File: config.mk
export PLATFORM = sky130hd
export DESIGN_NAME = cordic_iter_sequencer_flat
export DESIGN_NICKNAME = d
export VERILOG_FILES = /design/src/rtl/cordic_iter_sequencer_if.sv /design/src/rtl/cordic_iter_sequencer.sv /design/src/flat_wrapper.sv
export SDC_FILE = /design/constraint.sdc
export NUM_CORES = 1
export LEC_CHECK = 0
export CAP_MARGIN = 20
export CORE_MARGIN = 2
export CORE_UTILIZATION = 45
export CTS_BUF_LIST = sky130_fd_sc_hd__clkbuf_4 sky130_fd_sc_hd__clkbuf_8
export DETAILED_ROUTE_END_ITERATION = 7
export PLACE_DENSITY = 0.95
export SYNTH_ARGS = -nofsm -noshare
export SYNTH_HDL_FRONTEND = slang
export SYNTH_SLANG_ARGS = --single-unit
File: constraint.sdc
create_clock -name clk -period 5.75 [get_ports clk]
set_input_delay 1.15 -clock clk [delete_from_list [all_inputs] [get_ports clk]]
set_output_delay 1.15 -clock clk [all_outputs]
set_load 0.03 [all_outputs]
File: src/rtl/cordic_iter_sequencer_if.sv
// Handshake and counter-control bundle between the CORDIC iteration
// sequencer, its up/down iteration counter and the micro-rotation stage.
interface cordic_iter_sequencer_if #(
  parameter int CNT_W = 4
);
  logic             start;
  logic             dir_up;
  logic [CNT_W-1:0] n_iter;
  logic             stall;
  logic             abort;
  logic [CNT_W-1:0] cnt_in;
  logic             load;
  logic             count;
  logic             up_down;
  logic [CNT_W-1:0] N;
  logic             iter_valid;
  logic [CNT_W-1:0] iter_idx;
  logic             busy;
  logic             done;

  // Environment side: issues requests and returns the counter value.
  modport master (
    output start, dir_up, n_iter, stall, abort, cnt_in,
    input  load, count, up_down, N, iter_valid, iter_idx, busy, done
  );

  // Sequencer side.
  modport slave (
    input  start, dir_up, n_iter, stall, abort, cnt_in,
    output load, count, up_down, N, iter_valid, iter_idx, busy, done
  );
endinterface

File: src/rtl/cordic_iter_sequencer.sv
// Control FSM for the 4-bit up/down iteration counter of a circular CORDIC.
// Loads the first index, enables counting until the final index is seen on
// cnt_in, then pulses done. Stall freezes progress; abort cancels the run.
module cordic_iter_sequencer #(
  parameter int CNT_W = 4
) (
  input logic                   clk,
  input logic                   sync_reset,
  cordic_iter_sequencer_if.slave bus
);

  typedef enum logic [1:0] {IDLE, LOAD, RUN, DONE} state_t;

  state_t           state;
  logic [CNT_W-1:0] n_lat;
  logic             dir_lat;
  logic [CNT_W-1:0] final_idx;
  logic             at_final;

  // n_lat is never 0 outside IDLE/DONE, so n_lat-1 cannot wrap while used.
  assign final_idx = dir_lat ? (n_lat - CNT_W'(1)) : '0;
  assign at_final  = (bus.cnt_in == final_idx);

  // State and run-parameter registers; abort outranks stall in LOAD/RUN.
  always_ff @(posedge clk) begin
    if (sync_reset) begin
      state   <= IDLE;
      n_lat   <= '0;
      dir_lat <= 1'b0;
    end else begin
      case (state)
        IDLE: begin
          if (bus.start) begin
            n_lat   <= bus.n_iter;
            dir_lat <= bus.dir_up;
            state   <= (bus.n_iter != '0) ? LOAD : DONE;
          end
        end
        LOAD: state <= bus.abort ? IDLE : RUN;
        RUN: begin
          if (bus.abort) begin
            state <= IDLE;
          end else if (!bus.stall && at_final) begin
            state <= DONE;
          end
        end
        DONE:    state <= IDLE;
        default: state <= IDLE;
      endcase
    end
  end

  // Moore decode from state/latched parameters; count and iter_valid also
  // depend on stall and cnt_in, and the abort cycle suppresses load/count.
  always_comb begin
    bus.load       = 1'b0;
    bus.count      = 1'b0;
    bus.up_down    = 1'b0;
    bus.N          = '0;
    bus.iter_valid = 1'b0;
    bus.iter_idx   = '0;
    bus.busy       = 1'b0;
    bus.done       = 1'b0;
    case (state)
      LOAD: begin
        bus.load    = !bus.abort;
        bus.up_down = dir_lat;
        bus.N       = dir_lat ? '0 : (n_lat - CNT_W'(1));
        bus.busy    = 1'b1;
      end
      RUN: begin
        bus.up_down    = dir_lat;
        bus.busy       = 1'b1;
        bus.iter_idx   = bus.cnt_in;
        bus.iter_valid = !bus.stall;
        bus.count      = !bus.stall && !bus.abort && !at_final;
      end
      DONE:    bus.done = 1'b1;
      default: ;
    endcase
  end

endmodule
File: src/flat_wrapper.sv
// flat-port wrapper written by rule: the top's interface ports become plain ports
module cordic_iter_sequencer_flat 
#(
  parameter int CNT_W = 4
)
  (clk, sync_reset, bus_start, bus_dir_up, bus_n_iter, bus_stall, bus_abort, bus_cnt_in, bus_load, bus_count, bus_up_down, bus_N, bus_iter_valid, bus_iter_idx, bus_busy, bus_done);
  cordic_iter_sequencer_if #(.CNT_W(CNT_W)) bus_i ();
  input logic clk;
  input logic sync_reset;
  input wire logic [$bits(bus_i.start)-1:0] bus_start;
  input wire logic [$bits(bus_i.dir_up)-1:0] bus_dir_up;
  input wire logic [$bits(bus_i.n_iter)-1:0] bus_n_iter;
  input wire logic [$bits(bus_i.stall)-1:0] bus_stall;
  input wire logic [$bits(bus_i.abort)-1:0] bus_abort;
  input wire logic [$bits(bus_i.cnt_in)-1:0] bus_cnt_in;
  output wire logic [$bits(bus_i.load)-1:0] bus_load;
  output wire logic [$bits(bus_i.count)-1:0] bus_count;
  output wire logic [$bits(bus_i.up_down)-1:0] bus_up_down;
  output wire logic [$bits(bus_i.N)-1:0] bus_N;
  output wire logic [$bits(bus_i.iter_valid)-1:0] bus_iter_valid;
  output wire logic [$bits(bus_i.iter_idx)-1:0] bus_iter_idx;
  output wire logic [$bits(bus_i.busy)-1:0] bus_busy;
  output wire logic [$bits(bus_i.done)-1:0] bus_done;
  assign bus_i.start = bus_start;
  assign bus_i.dir_up = bus_dir_up;
  assign bus_i.n_iter = bus_n_iter;
  assign bus_i.stall = bus_stall;
  assign bus_i.abort = bus_abort;
  assign bus_i.cnt_in = bus_cnt_in;
  assign bus_load = bus_i.load;
  assign bus_count = bus_i.count;
  assign bus_up_down = bus_i.up_down;
  assign bus_N = bus_i.N;
  assign bus_iter_valid = bus_i.iter_valid;
  assign bus_iter_idx = bus_i.iter_idx;
  assign bus_busy = bus_i.busy;
  assign bus_done = bus_i.done;
  cordic_iter_sequencer #(.CNT_W(CNT_W)) u_core (.clk(clk), .sync_reset(sync_reset), .bus(bus_i));
endmodule
==> impl_results.md <==
* Row cnt at 13
* Combinational share of power at 69.5%
* Clock share of power at 11.8%
* Mux cell area share after synthesis at 4.12%
* Post-route setup TNS at 0 ns
* CTS buffer count at 3
* Hold Fails Final Rpt at 0
* Simple-Gate Fraction of Synth Area at 33.3%
* CP arrival at 3.26 ns
* Gr ovfl total at 0
* Internal at 225 uW
* Post-synthesis xor/xnor area fraction at 4.32%
* Share of post-route cells with drive strength above 1 at 8.74%
* Tot GR Track Use at 19.4%
* Slew Limit Fails at 0
* GPL Wtd Cong at 0.780
* # setup viols final at 0
* R2R depth at 7
* Fmax achieved at 227 MHz
* Mapped cell area at 608 um2
* Post-synthesis sequential area ratio at 23.0%
* Hold depth at 2
* Placed cell count at 114
* Synthesized instance count at 73
* IO Count at 28
* Final Cycle Share at 76.7%
* Area Overhead vs Synth at 51.6%
* Leak at 0.364 nW
* Slew headroom at 76.0%
* Yosys top cell area share at 23.0%
* Detail Route Antenna Nets at 0
* Finished Layout Cells at 118
* Initial antenna violation count at 0
* Synth top cells by count: dfxtp_1 (7), nand2_1 (7), ha_1 (6), nor2b_1 (6)
* Clk buf depth at 2
* Switching Share at 46.5%
* Fin nets at 124
* Worst-Skew Late Latency at 0.25 ns
* Worst Setup Start Kind: input pin
* Asr flop ratio synth at 0%
* Yosys top cell by area: dfxtp_1
* Vias per inst at 5.24
* CTS sink cnt at 7
* CTS Hold Buffers Added at 0
* Worst-path clk slew at 0.05 ns
* Vias in the first global route at 510
* Main combinational cell family by area after synthesis: simple AND/OR/NAND/NOR gates
* Switching power at 196 uW
* CTS tree: built
* Largest net degree at the start of global routing at 11
* Pwr Total at 420 uW
* Final HPWL DP at 1.11 mm
* Adder-Cell Fraction of Synth Area at 12.3%
* 1st-iter DRT viols at 11
* Drt total wl at 1.36 mm
* Synth top area cells: dfxtp_1 (23%), ha_1 (12%), nor2b_1 (6.2%)
* Critical Path End Type: primary output
* Clock root cell: clkbuf_4
* Synth Area in Compound Gates at 18.9%
* Peak fanout along the critical path at 5
* Via count at 618
* Die Ht at 40.8 um
* Netlist cell types at 28
* Worst-margin pin slew at 0.360 ns
* Starting density of the core at 47.3%
* Hold crit path type: reg2reg
* Register share of total power at 18.7%
* Core Box Area at 1280 um2
* H-tree depth at 1
* Synth Flop Type: dfxtp_1
* Post-CTS Resized at 0
* Peak VDD IR at 341 uV
* Dpl cell area at 892 um2
* Top Layer Used: met3
* DIE WIDTH at 40.8 um
* DRC at 0
* Outcome: completed
* Area of the die at 1660 um2
* Crit Path Class: in2out
* Worst clock skew at 0.00408 ns
* Crit path time final at 4.41 ns
* Wire per inst at 11.6 um
* Metal-1 WL at 597 um
* Cell area after layout at 922 um2
* Avg Inst Size Synth at 8.33 um2
* RSZ-0062 raised after global routing: no
* Antenna Cells at 0
* Seq cells post-synth at 7
* WP data required at 4.60 ns
* WL met2 at 679 um
* Post-CTS Setup Bufs at 0
* Number of synthesized flops with an enable pin at 0
* YS warnings at 0
* Post-Syn Nets at 93
* P per Cell Area at 456 nW/um2
* Max_cap viols at 0
* Met3 WL post-DR at 86 um
* # port buffers at 27
* First-pass GRT wire length at 2.13 mm
* DRT Pass-1 Iters at 5
cells in the final DEF (no fill, tap or decap), types with 2 or more instances in the layout:
| master | count |
|---|---|
| clkdlybuf4s50_1 | 27 |
| nand2_1 | 7 |
| dfxtp_1 | 7 |
| nor2b_1 | 6 |
| ha_1 | 6 |
| inv_1 | 5 |
| and2_1 | 5 |
| nand3_1 | 5 |
| a21oi_1 | 5 |
| nor2_1 | 4 |
| clkbuf_4 | 4 |
| nand2b_1 | 2 |
| xor2_1 | 2 |
| nor3_1 | 2 |
| nor3b_1 | 2 |
power by group through the flow:
stage	registers (mW)	clock network, mW	logic, mW
after floorplan	0.0730	0	0.205
after global routing	0.0810	0.0529	0.314
after global placement	0.0778	0	0.290
after detailed placement	0.0788	0	0.293
final	0.0785	0.0495	0.292
after CTS	0.0777	0.0503	0.294
stage by stage:
step	setup WS, ns	hold WS, ns	utilization [%]
2_1_floorplan	2.06	0.443	-
3_3_place_gp	1.39	0.459	69.4
3_5_place_dp	1.33	0.474	69.4
4_1_cts	1.32	0.481	71.8
5_1_grt	1.22	0.517	71.8
6_report	1.34	0.482	71.8
logic make-up after synthesis:
| logic type | after synthesis |
|---|---|
| adders and majority gates | 6 |
| buffers and inverters | 6 |
| muxes | 2 |
| AOI/OAI and AO/OA | 12 |
| xor gates and xnor gates | 3 |
| and+or+nand+nor | 37 |
| DFF | 7 |
area by class of cell:
type	count	area, um2
Clock buffer	4	30.0
Fill cell	117	363
Inverter	5	18.8
Multi-Input combinational cell	60	444
Timing Repair Buffer	27	270
Tap cell	15	18.8
Sequential cell	7	140
path summary, 6_finish.rpt:
kind         slack [ns]                          from                      endpoint
max                1.34                 bus_cnt_in[1]                     bus_count
min                0.48  u_core.n_lat[1]$_SDFFE_PP0P_  u_core.n_lat[1]$_SDFFE_PP0P_
max reg2reg        3.63  u_core.n_lat[0]$_SDFFE_PP0P_  u_core.state[1]$_SDFFE_PP0P_
min reg2reg        0.48  u_core.n_lat[1]$_SDFFE_PP0P_  u_core.n_lat[1]$_SDFFE_PP0P_
state kept, by name, summed over array words and instances, names as in the netlist:
name	count
u_core.state	2
u_core.dir_lat	1
u_core.n_lat	4
metal layers:
metal	vias up	global-route usage, %
li1	321	-
met1	269	22.1
met2	28	36.5
met3	0	3.26
met4	0	5.00
met5	-	0
critical path, stage by stage:
cell             delay, ns
clkdlybuf4s50_1       0.48
xor2_1                0.19
a41o_1                0.25
o32ai_2               0.21
nor2_1                0.09
nor3b_1               0.19
clkdlybuf4s50_1       0.71
Power figures use the tool's default switching activity.
